### config.mk
export PLATFORM = sky130hd
export DESIGN_NAME = pingpong_param
export DESIGN_NICKNAME = d
export VERILOG_FILES = /design/src/rtl/pingpong_param.sv
export SDC_FILE = /design/constraint.sdc
export NUM_CORES = 1
export LEC_CHECK = 0
export CORE_UTILIZATION = 23
export CTS_BUF_LIST = sky130_fd_sc_hd__clkbuf_16
export CTS_CLUSTER_DIAMETER = 100
export DETAILED_ROUTE_END_ITERATION = 12
export PLACE_DENSITY = 0.52
export SLEW_MARGIN = 20
export SYNTH_ARGS = -nofsm -noshare
export SYNTH_HDL_FRONTEND = slang
export SYNTH_SLANG_ARGS = --single-unit
### constraint.sdc
create_clock -name clk -period 4.86 [get_ports clk]
set_clock_uncertainty 0.1 [all_clocks]
set_input_delay 0.972 -clock clk [delete_from_list [all_inputs] [get_ports clk]]
set_output_delay 0.972 -clock clk [all_outputs]
set_load 0.02 [all_outputs]
### src/rtl/pingpong_param.sv
// Parametrised bounce/wrap counter with runtime bounds, programmable step, hold/flip control and bound flags.
// Optional feature: define PP_TURN_CNT_EN to add the saturating bounce turnaround counter output turn_cnt.
module pingpong_param #(
    parameter int unsigned WIDTH  = 4,
    parameter int unsigned DEF_LO = 0,
    parameter int unsigned DEF_HI = 2**WIDTH-1
) (
    input  logic             clk,
    input  logic             rst_n,
    input  logic             hold,
    input  logic             flip,
    input  logic             mode,
    input  logic [WIDTH-1:0] step,
    input  logic             ld_en,
    input  logic [WIDTH-1:0] ld_lo,
    input  logic [WIDTH-1:0] ld_hi,
    output logic [WIDTH-1:0] out,
    output logic             dir,
    output logic             max,
    output logic             min,
    output logic             cfg_err
`ifdef PP_TURN_CNT_EN
    ,
    output logic [7:0]       turn_cnt
`endif
);

    typedef enum logic {
        DIR_DOWN = 1'b0,
        DIR_UP   = 1'b1
    } dir_e;

    typedef enum logic {
        MODE_BOUNCE = 1'b0,
        MODE_WRAP   = 1'b1
    } mode_e;

    localparam logic [WIDTH-1:0] RST_LO = WIDTH'(DEF_LO);
    localparam logic [WIDTH-1:0] RST_HI = WIDTH'(DEF_HI);

    logic [WIDTH-1:0] lo_q;
    logic [WIDTH-1:0] hi_q;

    logic             eff_up;
    logic [WIDTH:0]   step_ext;
    logic [WIDTH:0]   up_sum;
    logic [WIDTH-1:0] up_val;
    logic [WIDTH-1:0] dn_val;
    logic             at_hi;
    logic             at_lo;
    logic             load_ok;
    logic [WIDTH-1:0] next_out;
    dir_e             next_dir;
    logic             turn;

    // Saturating arithmetic is done one bit wider so neither direction can wrap past 0 or 2**WIDTH-1.
    always_comb begin
        // NOTE: every always_comb output gets a default first so no path can infer a latch.
        next_out = out;
        next_dir = dir_e'(dir);
        turn     = 1'b0;

        eff_up   = dir ^ flip;
        step_ext = (step == '0) ? (WIDTH+1)'(1) : {1'b0, step};
        up_sum   = {1'b0, out} + step_ext;
        up_val   = (up_sum > {1'b0, hi_q}) ? hi_q : up_sum[WIDTH-1:0];
        dn_val   = ({1'b0, out} < ({1'b0, lo_q} + step_ext)) ? lo_q
                                                             : (out - step_ext[WIDTH-1:0]);
        at_hi    = (out >= hi_q);
        at_lo    = (out <= lo_q);
        load_ok  = (ld_lo <= ld_hi);

        if (mode_e'(mode) == MODE_BOUNCE) begin
            if (eff_up) begin
                if (at_hi) begin
                    next_out = dn_val;
                    next_dir = DIR_DOWN;
                    turn     = 1'b1;
                end else begin
                    next_out = up_val;
                    next_dir = DIR_UP;
                end
            end else begin
                if (at_lo) begin
                    next_out = up_val;
                    next_dir = DIR_UP;
                    turn     = 1'b1;
                end else begin
                    next_out = dn_val;
                    next_dir = DIR_DOWN;
                end
            end
        end else begin
            if (eff_up) begin
                next_out = at_hi ? lo_q : up_val;
            end else begin
                next_out = at_lo ? hi_q : dn_val;
            end
            next_dir = eff_up ? DIR_UP : DIR_DOWN;
        end
    end

    // NOTE: sequential state uses non-blocking assignments so every register sees pre-edge values.
    always_ff @(posedge clk) begin
        if (!rst_n) begin
            out     <= RST_LO;
            dir     <= DIR_UP;
            lo_q    <= RST_LO;
            hi_q    <= RST_HI;
            cfg_err <= 1'b0;
        end else if (ld_en) begin
            if (load_ok) begin
                lo_q    <= ld_lo;
                hi_q    <= ld_hi;
                out     <= ld_lo;
                dir     <= DIR_UP;
                cfg_err <= 1'b0;
            end else begin
                cfg_err <= 1'b1;
            end
        end else begin
            cfg_err <= 1'b0;
            if (!hold) begin
                out <= next_out;
                dir <= next_dir;
            end
        end
    end

    assign max = (out == hi_q);
    assign min = (out == lo_q);

`ifdef PP_TURN_CNT_EN
    // Only bound-triggered reversals in bounce mode count; flip-driven reversals never set turn.
    always_ff @(posedge clk) begin
        if (!rst_n) begin
            turn_cnt <= '0;
        end else if (ld_en) begin
            if (load_ok) begin
                turn_cnt <= '0;
            end
        end else if (!hold && turn && (turn_cnt != 8'hFF)) begin
            turn_cnt <= turn_cnt + 8'd1;
        end
    end
`endif

endmodule

==> impl_metrics.py, run 1 <==
metrics = {
    "finish": {
        "syn2layout_area_growth_pct": 25.5,
        "fin_nets": 261,
        "regArea_um2": 280,
        "multiInputGateArea_um2": 1190,
        "drive_gt1_share_pct": 5.29,
        "fillers": 685,
        "antenna_cells": 0,
    },
    "clocking": {
        "h-tree-depth": 1,
        "clockBufferDepth": 2,
        "root_buffer": "clkbuf_16",
        "cts_resized": 0,
        "cts_sinks": 14,
        "cts_setup_buffers": 0,
        "cts_tree": "yes",
        "clk_pin_slew_worst_paths_ns": 0.05,
        "cts_made_buffers": 3,
        "insertion_delay_ns": 0.24,
        "cts_hold_buf": 0,
    },
    "routing": {
        "finalWirelength_um": 4020,
        "vias": 1400,
        "drt_iter0_markers": 62,
        "drc": 0,
        "via_per_inst": 4.91,
        "ant_nets": 0,
        "first_pass_iters": 6,
        "wl_per_cell_um": 14.1,
    },
    "synthesis": {
        "yosysSeqAreaShare_pct": 17.8,
        "synth_top_flop_cell": "dfxtp_1",
        "synth.area.top_cells": "ha_1 (24%), dfxtp_1 (18%), inv_1 (4.8%)",
        "syn_area_um2": 1580,
        "yosys.cell_count.top_type": "ha_1",
        "ys_seq_elements": 14,
        "synth_nets": 237,
        "yosysWarnings": 0,
        "synth_top_cell_by_area": "ha_1",
        "yosys.cell_types.count": 45,
        "synth-edff-count": 0,
        "synthArstFlopShare_pct": 0,
        "synth_cells": 186,
        "synth_top_area_share_pct": 23.8,
        "ys_top_cells_by_count": "ha_1 (30), inv_1 (20), dfxtp_1 (14), nand2_1 (14), a21oi_1 (11)",
        "synth.avg_cell_area_um2": 8.48,
    },
    "placement": {
        "portBuffers": 25,
        "gp_congestion": 0.753,
        "place_hpwl_um": 3300,
    },
    "timing": {
        "rsz0062_at_grt": "no",
        "fin_crit_sh_pct": 87.7,
        "slew_headroom_pct": 64.4,
        "fin_tns_setup_ns": 0,
        "setup_viol": 0,
        "period_minus_slack_ns": 4.26,
        "whs_ns": 0.427,
        "tightest_slew_ns": 0.534,
        "hold_viol_final": 0,
        "fmax_mhz": 235,
        "report.final.slew_viol_count": 0,
    },
    "run_status": {
        "status": "finished clean",
    },
    "power_and_ir_drop": {
        "power.density_nw_per_um2": 306,
        "irDropWorstVdd_uv": 157,
        "cellLeakagePower_nw": 0.907,
    },
    "grt": {
        "grt_overflow": 0,
        "grt_pass1_vias": 1436,
        "grt_pass1_wl_um": 7010,
        "antenna_found_initial": 0,
        "grt_start_max_net_pins": 15,
        "grt_use_total_pct": 12.2,
    },
    "setup_path": {
        "cp_max_fo": 4,
        "path_class": "primary input to flip-flop",
        "cp-startpoint": "step[2]",
        "cp_data_arrival_time_ns": 4.28,
        "setup.worst_path.end_class": "flip-flop",
        "critPathLaunchType": "primary input",
        "crit_required_ns": 4.88,
        "r2r-start": "out[1]",
    },
    "min_path": {
        "min_from": "hi_q[1]",
        "hp-class": "flip-flop to flip-flop",
    },
    "floorplanning": {
        "die_y_um": 84.8,
        "placement_rows": 29,
        "die_w_um": 84.8,
        "io_pins": 26,
        "initial_core_util_pct": 24.3,
        "coreArea_um2": 6490,
        "die_area_um2": 7190,
    },
    "job": {
        "drv_cap": 0,
    },
}
## metal layers
metal	global-route usage, %	wire [µm]	vias to the layer above
met2	20.2	1810	23
li1	-	-	728
met1	16.2	1980	639
met3	2.46	121	10
met4	3.54	101	0
met5	0	0	-
## path summary, 6_finish.rpt
check | to | slack (ns) | cells after the start
setup / recovery | out[2] | 0.60 | 14
hold reg to reg | hi_q[1] | 0.43 | 2
hold / removal | hi_q[1] | 0.43 | 2
setup reg to reg | out[2] | 1.55 | 10
## worst max-delay path, cell delays in order
cell and delay, ns:
clkdlybuf4s50_1 0.47, nor3_1 0.18, or2_2 0.16, ha_1 0.16
inv_1 0.05, fa_1 0.39, xor2_1 0.19, ha_1 0.33
a211oi_2 0.18, o21ai_1 0.09, a221o_1 0.41, mux2_1 0.35
a221oi_1 0.26, a21oi_1 0.10
## report_power, final
part	switching, mW	total, mW	internal (mW)
sequential	0.0236	0.151	0.127
clock	0.0459	0.153	0.108
combinational	0.156	0.301	0.144
## through the flow
stage / cell area [µm²] / cells / setup slack (ns) / total power, mW / utilization (%)
2_1_floorplan: 1580 / 186 / 1.05 / 0.366 / -
3_3_place_gp: 1900 / 282 / 0.434 / 0.456 / 29.3
3_5_place_dp: 1900 / 282 / 0.340 / 0.456 / 29.3
4_1_cts: 1980 / 285 / 0.589 / 0.612 / 30.5
5_1_grt: 1980 / 285 / 0.329 / 0.658 / 30.5
6_report: 1980 / 285 / 0.598 / 0.605 / 30.5
## kinds of logic (layout without fill, tap and decap cells)
kind of cell,count (synthesis),in the layout,synth area share [%]
adders and majority gates,33,33,27.6
DFF,14,14,17.8
muxes,9,9,6.11
buffers and inverters,27,49,6.51
xor gates and xnor gates,7,7,3.89
and+or+nand+nor,47,47,15.0
AOI/OAI and AO/OA,49,49,23.1
## state kept, by name, indices dropped and copies added, names as in the netlist
name     cells
cfg_err      1
dir          1
hi_q         4
lo_q         4
out          4
## cell type report
type / count / share of cell area [%]
Clock buffer: 3 / 3.80
Inverter: 20 / 3.80
Tap cell: 77 / 4.87
Multi-Input combinational cell: 145 / 60.3
Sequential cell: 14 / 14.2
Timing Repair Buffer: 26 / 13.0
## placed cells by master (no fill, tap or decap), drive strengths merged, types with 3 or more instances in the layout
| cell | n |
|---|---|
| a21oi | 11 |
| a21o | 3 |
| nor2b | 3 |
| xnor2 | 3 |
| a21boi | 4 |
| nor2 | 7 |
| o211ai | 8 |
| inv | 20 |
| clkdlybuf4s50 | 25 |
| fa | 3 |
| nand3 | 7 |
| dfxtp | 14 |
| a32oi | 4 |
| nand3b | 3 |
| xor2 | 4 |
| mux2i | 7 |
| ha | 30 |
| o21ai | 5 |
| nor3 | 3 |
| a221oi | 5 |
| clkbuf | 3 |
| nand2 | 14 |
Note: power is estimated with default switching activity, not from simulation.
==> run 2: changes to the inputs <==
--- a/config.mk
+++ b/config.mk
@@ -9,7 +9,7 @@
 export CTS_BUF_LIST = sky130_fd_sc_hd__clkbuf_16
 export CTS_CLUSTER_DIAMETER = 100
 export DETAILED_ROUTE_END_ITERATION = 12
-export PLACE_DENSITY = 0.52
+export PLACE_DENSITY_LB_ADDON = 0.25
 export SLEW_MARGIN = 20
 export SYNTH_ARGS = -nofsm -noshare
 export SYNTH_HDL_FRONTEND = slang
==> impl_metrics.py, run 2 (same netlist as run 1, synthesis figures left out) <==
metrics = {
    "grt": {
        "grt_overflow": 0,
        "grt_start_max_net_pins": 15,
        "grt_use_total_pct": 12.4,
        "grt_pass1_vias": 1365,
        "grt_pass1_wl_um": 6980,
        "antenna_found_initial": 0,
    },
    "finish": {
        "drive_gt1_share_pct": 5.26,
        "top_regs": "hi_q: 4 flops, lo_q: 4 flops, out: 4 flops",
        "syn2layout_area_growth_pct": 25.7,
        "fin_nets": 261,
        "fillers": 697,
        "finalNonFillerCells": 286,
        "layout_commonest_cell": "ha_1",
        "final_cell_mix": "ha_1 (30), clkdlybuf4s50_1 (25), inv_1 (20), nand2_1 (14), dfxtp_1 (14)",
        "antenna_cells": 0,
    },
    "min_path": {
        "hp-class": "flip-flop to flip-flop",
        "hold_path_depth": 2,
        "hold_path_end": "lo_q[2]",
        "min_from": "lo_q[2]",
    },
    "floorplanning": {
        "coreArea_um2": 6490,
        "die_y_um": 84.8,
        "placement_rows": 29,
        "die_area_um2": 7190,
        "io_pins": 26,
        "die_w_um": 84.8,
        "initial_core_util_pct": 24.3,
    },
    "routing": {
        "wl_per_cell_um": 14.3,
        "drc": 0,
        "drt_iter0_markers": 113,
        "first_pass_iters": 6,
        "vias": 1391,
        "ant_nets": 0,
        "via_per_inst": 4.86,
        "finalWirelength_um": 4090,
    },
    "timing": {
        "hold_viol_final": 0,
        "fin_crit_sh_pct": 86.6,
        "rsz0062_at_grt": "no",
        "tightest_slew_ns": 0.565,
        "slew_headroom_pct": 62.3,
        "setup_viol": 0,
        "period_minus_slack_ns": 4.21,
        "fin_tns_setup_ns": 0,
        "fmax_mhz": 238,
        "report.final.slew_viol_count": 0,
    },
    "power_and_ir_drop": {
        "irDropWorstVdd_uv": 163,
        "seq_power_share_pct": 24.7,
        "p_int_mw": 0.380,
        "combPwrFrac_pct": 49.4,
        "power.density_nw_per_um2": 309,
        "sw_frac_of_total_pct": 37.8,
        "cellLeakagePower_nw": 0.909,
        "pwr-share-clk_pct": 25.9,
        "p_switching_mw": 0.231,
    },
    "setup_path": {
        "cp_max_fo": 4,
        "r2r_slack_ns": 1.56,
        "critPathLaunchType": "primary input",
        "rr_endpoint": "out[2]",
        "r2r-start": "out[1]",
        "rr_worst_depth": 10,
        "setup.worst_path.end_class": "flip-flop",
        "cp_data_arrival_time_ns": 4.23,
        "cp-startpoint": "step[2]",
        "path_buf_inv": 2,
        "cp_top_family": "compound AO/OA/AOI/OAI gates",
        "critPathSlowestCell": "clkdlybuf4s50_1",
        "crit_required_ns": 4.88,
        "path_cells": "clkdlybuf4s50_1, nor3_1, or2_2, ha_1, inv_1, fa_1, xor2_1, ha_1, a211oi_2, o21ai_1, a221o_1, mux2_1, a221oi_1, a21oi_1",
        "path_class": "primary input to flip-flop",
        "slowest_delay_ns": 0.47,
        "crit_top_cell": "ha_1",
    },
    "clocking": {
        "cts_hold_buf": 0,
        "cts_resized": 0,
        "clk_pin_slew_worst_paths_ns": 0.05,
        "cts_made_buffers": 3,
        "cts_sinks": 14,
        "root_buffer": "clkbuf_16",
        "clockBufferDepth": 2,
        "h-tree-depth": 1,
        "cts_setup_buffers": 0,
        "insertion_delay_ns": 0.24,
        "cts_tree": "yes",
    },
    "placement": {
        "place_hpwl_um": 3300,
        "dp.cells": 282,
        "portBuffers": 25,
        "gp_congestion": 0.842,
    },
    "job": {
        "drv_cap": 0,
    },
    "run_status": {
        "status": "finished clean",
    },
}
run 2: cell types whose count changed in the layout (fill, tap and decap cells not counted):
cell	before	now
clkinv_1	0	1
run 2: tightest hold or removal path, stage by stage (launching register included):
cell and delay [ns]:
dfxtp_1 0.35, nand2_1 0.07, a21boi_1 0.05
run 2: metrics by stage:
stage	utilization, %	hold WS [ns]	cell area (µm²)	power, mW	worst slack (ns)
floorplan	-	0.365	1580	0.366	1.05
global placement	29.3	0.430	1900	0.458	0.430
detailed placement	29.3	0.428	1900	0.456	0.376
CTS	30.5	0.435	1980	0.619	0.633
global route	30.5	0.477	1980	0.666	0.448
finish	30.5	0.428	1980	0.612	0.653
run 2: worst max-delay path by stage:
stage                     endpoint  cells after the start
after floorplan             out[3]                     13
after global placement      out[2]                     14
after detailed placement    out[2]                     14
after CTS                   out[2]                     14
after global routing        out[2]                     14
final                       out[2]                     14
run 2: power groups by stage:
stage	Clock [mW]	Sequential [mW]	Combinational, mW
3_5_place_dp	0	0.153	0.303
3_3_place_gp	0	0.154	0.304
6_report	0.158	0.151	0.302
2_1_floorplan	0	0.149	0.216
5_1_grt	0.168	0.153	0.345
4_1_cts	0.163	0.151	0.305
run 2: metal layers:
| layer | vias to the layer above | GRT usage (%) | part of all wire, % |
|---|---|---|---|
| met3 | 4 | 2.95 | 3.8 |
| li1 | 729 | - | - |
| met4 | 0 | 1.85 | 0.76 |
| met2 | 27 | 20.0 | 45 |
| met5 | - | 0 | 0 |
| met1 | 631 | 17.2 | 50 |
run 2: layout make-up:
type                            instances  area (µm²)  share of cell area, %
Inverter                               20        75.1                   3.79
Multi-Input combinational cell        145        1190                   60.2
Timing Repair Buffer                   26         258                   13.0
Clock buffer                            3        75.1                   3.79
Clock inverter                          1        3.75                  0.189
Tap cell                               77        96.3                   4.86
Sequential cell                        14         280                   14.1
==> run 3: changes to the inputs <==
--- a/config.mk
+++ b/config.mk
@@ -10,7 +10,8 @@
 export CTS_CLUSTER_DIAMETER = 100
 export DETAILED_ROUTE_END_ITERATION = 12
 export PLACE_DENSITY_LB_ADDON = 0.25
-export SLEW_MARGIN = 20
+export RECOVER_POWER = 25
+export SLEW_MARGIN = 15
 export SYNTH_ARGS = -nofsm -noshare
 export SYNTH_HDL_FRONTEND = slang
 export SYNTH_SLANG_ARGS = --single-unit
==> impl_metrics.py, run 3 (same netlist as run 1, synthesis figures left out) <==
metrics = {
    "setup_path": {
        "setup.worst_path.end_class": "flip-flop",
        "r2r-start": "out[1]",
        "path_buf_inv": 2,
        "cp_data_arrival_time_ns": 4.23,
        "r2r_slack_ns": 1.56,
        "path_class": "primary input to flip-flop",
        "rr_endpoint": "out[2]",
        "crit_top_cell": "ha_1",
        "cp_max_fo": 4,
        "critPathSlowestCell": "clkdlybuf4s50_1",
        "path_cells": "clkdlybuf4s50_1, nor3_1, or2_2, ha_1, inv_1, fa_1, xor2_1, ha_1, a211oi_2, o21ai_1, a221o_1, mux2_1, a221oi_1, a21oi_1",
        "slowest_delay_ns": 0.47,
        "cp_top_family": "compound AO/OA/AOI/OAI gates",
        "crit_required_ns": 4.89,
        "critPathLaunchType": "primary input",
        "rr_worst_depth": 10,
    },
    "power_and_ir_drop": {
        "sw_frac_of_total_pct": 37.9,
        "p_switching_mw": 0.231,
        "seq_power_share_pct": 24.7,
        "pwr-share-clk_pct": 26.1,
        "power.total_mw": 0.610,
        "p_int_mw": 0.379,
        "irDropWorstVdd_uv": 163,
        "cellLeakagePower_nw": 0.913,
        "combPwrFrac_pct": 49.3,
        "power.density_nw_per_um2": 308,
    },
    "routing": {
        "drt_iter0_markers": 113,
        "wl_per_cell_um": 14.3,
        "via_per_inst": 4.91,
        "finalWirelength_um": 4090,
        "drc": 0,
        "ant_nets": 0,
        "vias": 1405,
        "first_pass_iters": 7,
    },
    "finish": {
        "antenna_cells": 0,
        "layout_commonest_cell": "ha_1",
        "design_area_um2": 1980,
        "finalNonFillerCells": 286,
        "top_regs": "hi_q: 4 flops, lo_q: 4 flops, out: 4 flops",
        "fin_nets": 261,
        "final_cell_mix": "ha_1 (30), inv_1 (20), clkdlybuf4s50_1 (20), nand2_1 (14), dfxtp_1 (14)",
        "drive_gt1_share_pct": 5.26,
        "fillers": 697,
        "syn2layout_area_growth_pct": 25.7,
    },
    "job": {
        "drv_cap": 0,
    },
    "placement": {
        "placed_cell_area_um2": 1900,
        "gp_congestion": 0.842,
        "place_hpwl_um": 3300,
        "portBuffers": 25,
        "dp.cells": 282,
    },
    "floorplanning": {
        "io_pins": 26,
        "coreArea_um2": 6490,
        "die_w_um": 84.8,
        "die_area_um2": 7190,
        "die_y_um": 84.8,
        "placement_rows": 29,
        "initial_core_util_pct": 24.3,
    },
    "timing": {
        "hold_viol_final": 0,
        "setup_viol": 0,
        "fmax_mhz": 238,
        "slew_headroom_pct": 62.5,
        "period_minus_slack_ns": 4.20,
        "tightest_slew_ns": 0.562,
        "report.final.slew_viol_count": 0,
        "fin_tns_setup_ns": 0,
        "fin_crit_sh_pct": 86.5,
        "rsz0062_at_grt": "no",
    },
    "clocking": {
        "cts_setup_buffers": 0,
        "root_buffer": "clkbuf_16",
        "cts_made_buffers": 3,
        "insertion_delay_ns": 0.25,
        "clk_pin_slew_worst_paths_ns": 0.05,
        "cts_hold_buf": 0,
        "clockBufferDepth": 2,
        "cts_sinks": 14,
        "cts_resized": 0,
        "h-tree-depth": 1,
        "cts_tree": "yes",
    },
    "grt": {
        "antenna_found_initial": 0,
        "grt_pass1_wl_um": 6980,
        "grt_overflow": 0,
        "grt_use_total_pct": 12.4,
        "grt_pass1_vias": 1365,
        "grt_start_max_net_pins": 15,
    },
    "run_status": {
        "status": "finished clean",
    },
    "min_path": {
        "hp-class": "flip-flop to flip-flop",
        "hold_path_end": "lo_q[2]",
        "min_from": "lo_q[2]",
        "hold_path_depth": 2,
    },
}
-- run 3: changes by cell type in the layout (fill, tap and decap cells not counted), sizes merged --
cell,delta
clkdlybuf4s50,-5
dlygate4sd3,+5
-- run 3: worst min-delay path: stages (launching register included) --
cell and delay [ns]:
dfxtp_1 0.35, nand2_1 0.07, a21boi_1 0.05
-- run 3: layout make-up --
class,count,area [µm²],area share [%]
clock buffers,3,75.1,3.79
clock inverters,1,3.75,0.189
inverters,20,75.1,3.79
multi-input cells,145,1190,60.2
flip-flops and latches,14,280,14.1
well taps,77,96.3,4.86
repair buffers,26,258,13.0
-- run 3: power by group through the flow --
stage	Sequential [mW]	Clock [mW]	Combinational [mW]
6_report	0.151	0.159	0.301
5_1_grt	0.153	0.168	0.343
4_1_cts	0.151	0.163	0.305
3_5_place_dp	0.153	0	0.303
3_3_place_gp	0.154	0	0.304
2_1_floorplan	0.149	0	0.216
-- run 3: layer usage --
metal / routed length, µm / GRT usage, % / vias up / part of all wire [%]
met4: 34 / 1.85 / 0 / 0.83
met3: 177 / 2.95 / 6 / 4.3
met2: 1850 / 20.0 / 35 / 45
met1: 2020 / 17.2 / 634 / 49
met5: 0 / 0 / - / 0
li1: - / - / 730 / -
-- run 3: worst max-delay path by stage --
stage	end	from	cells past startpoint
floorplan	out[3]	step[3]	13
global placement	out[2]	step[2]	14
detailed placement	out[2]	step[2]	14
CTS	out[2]	step[2]	14
global route	out[2]	step[2]	14
finish	out[2]	step[2]	14
-- run 3: stage by stage --
| stage | util, % | hold WS [ns] | worst slack (ns) |
|---|---|---|---|
| floorplan | - | 0.365 | 1.05 |
| global placement | 29.3 | 0.430 | 0.430 |
| CTS | 30.5 | 0.435 | 0.633 |
| global route | 30.5 | 0.477 | 0.448 |
| finish | 30.5 | 0.429 | 0.655 |
| detailed placement | 29.3 | 0.428 | 0.376 |
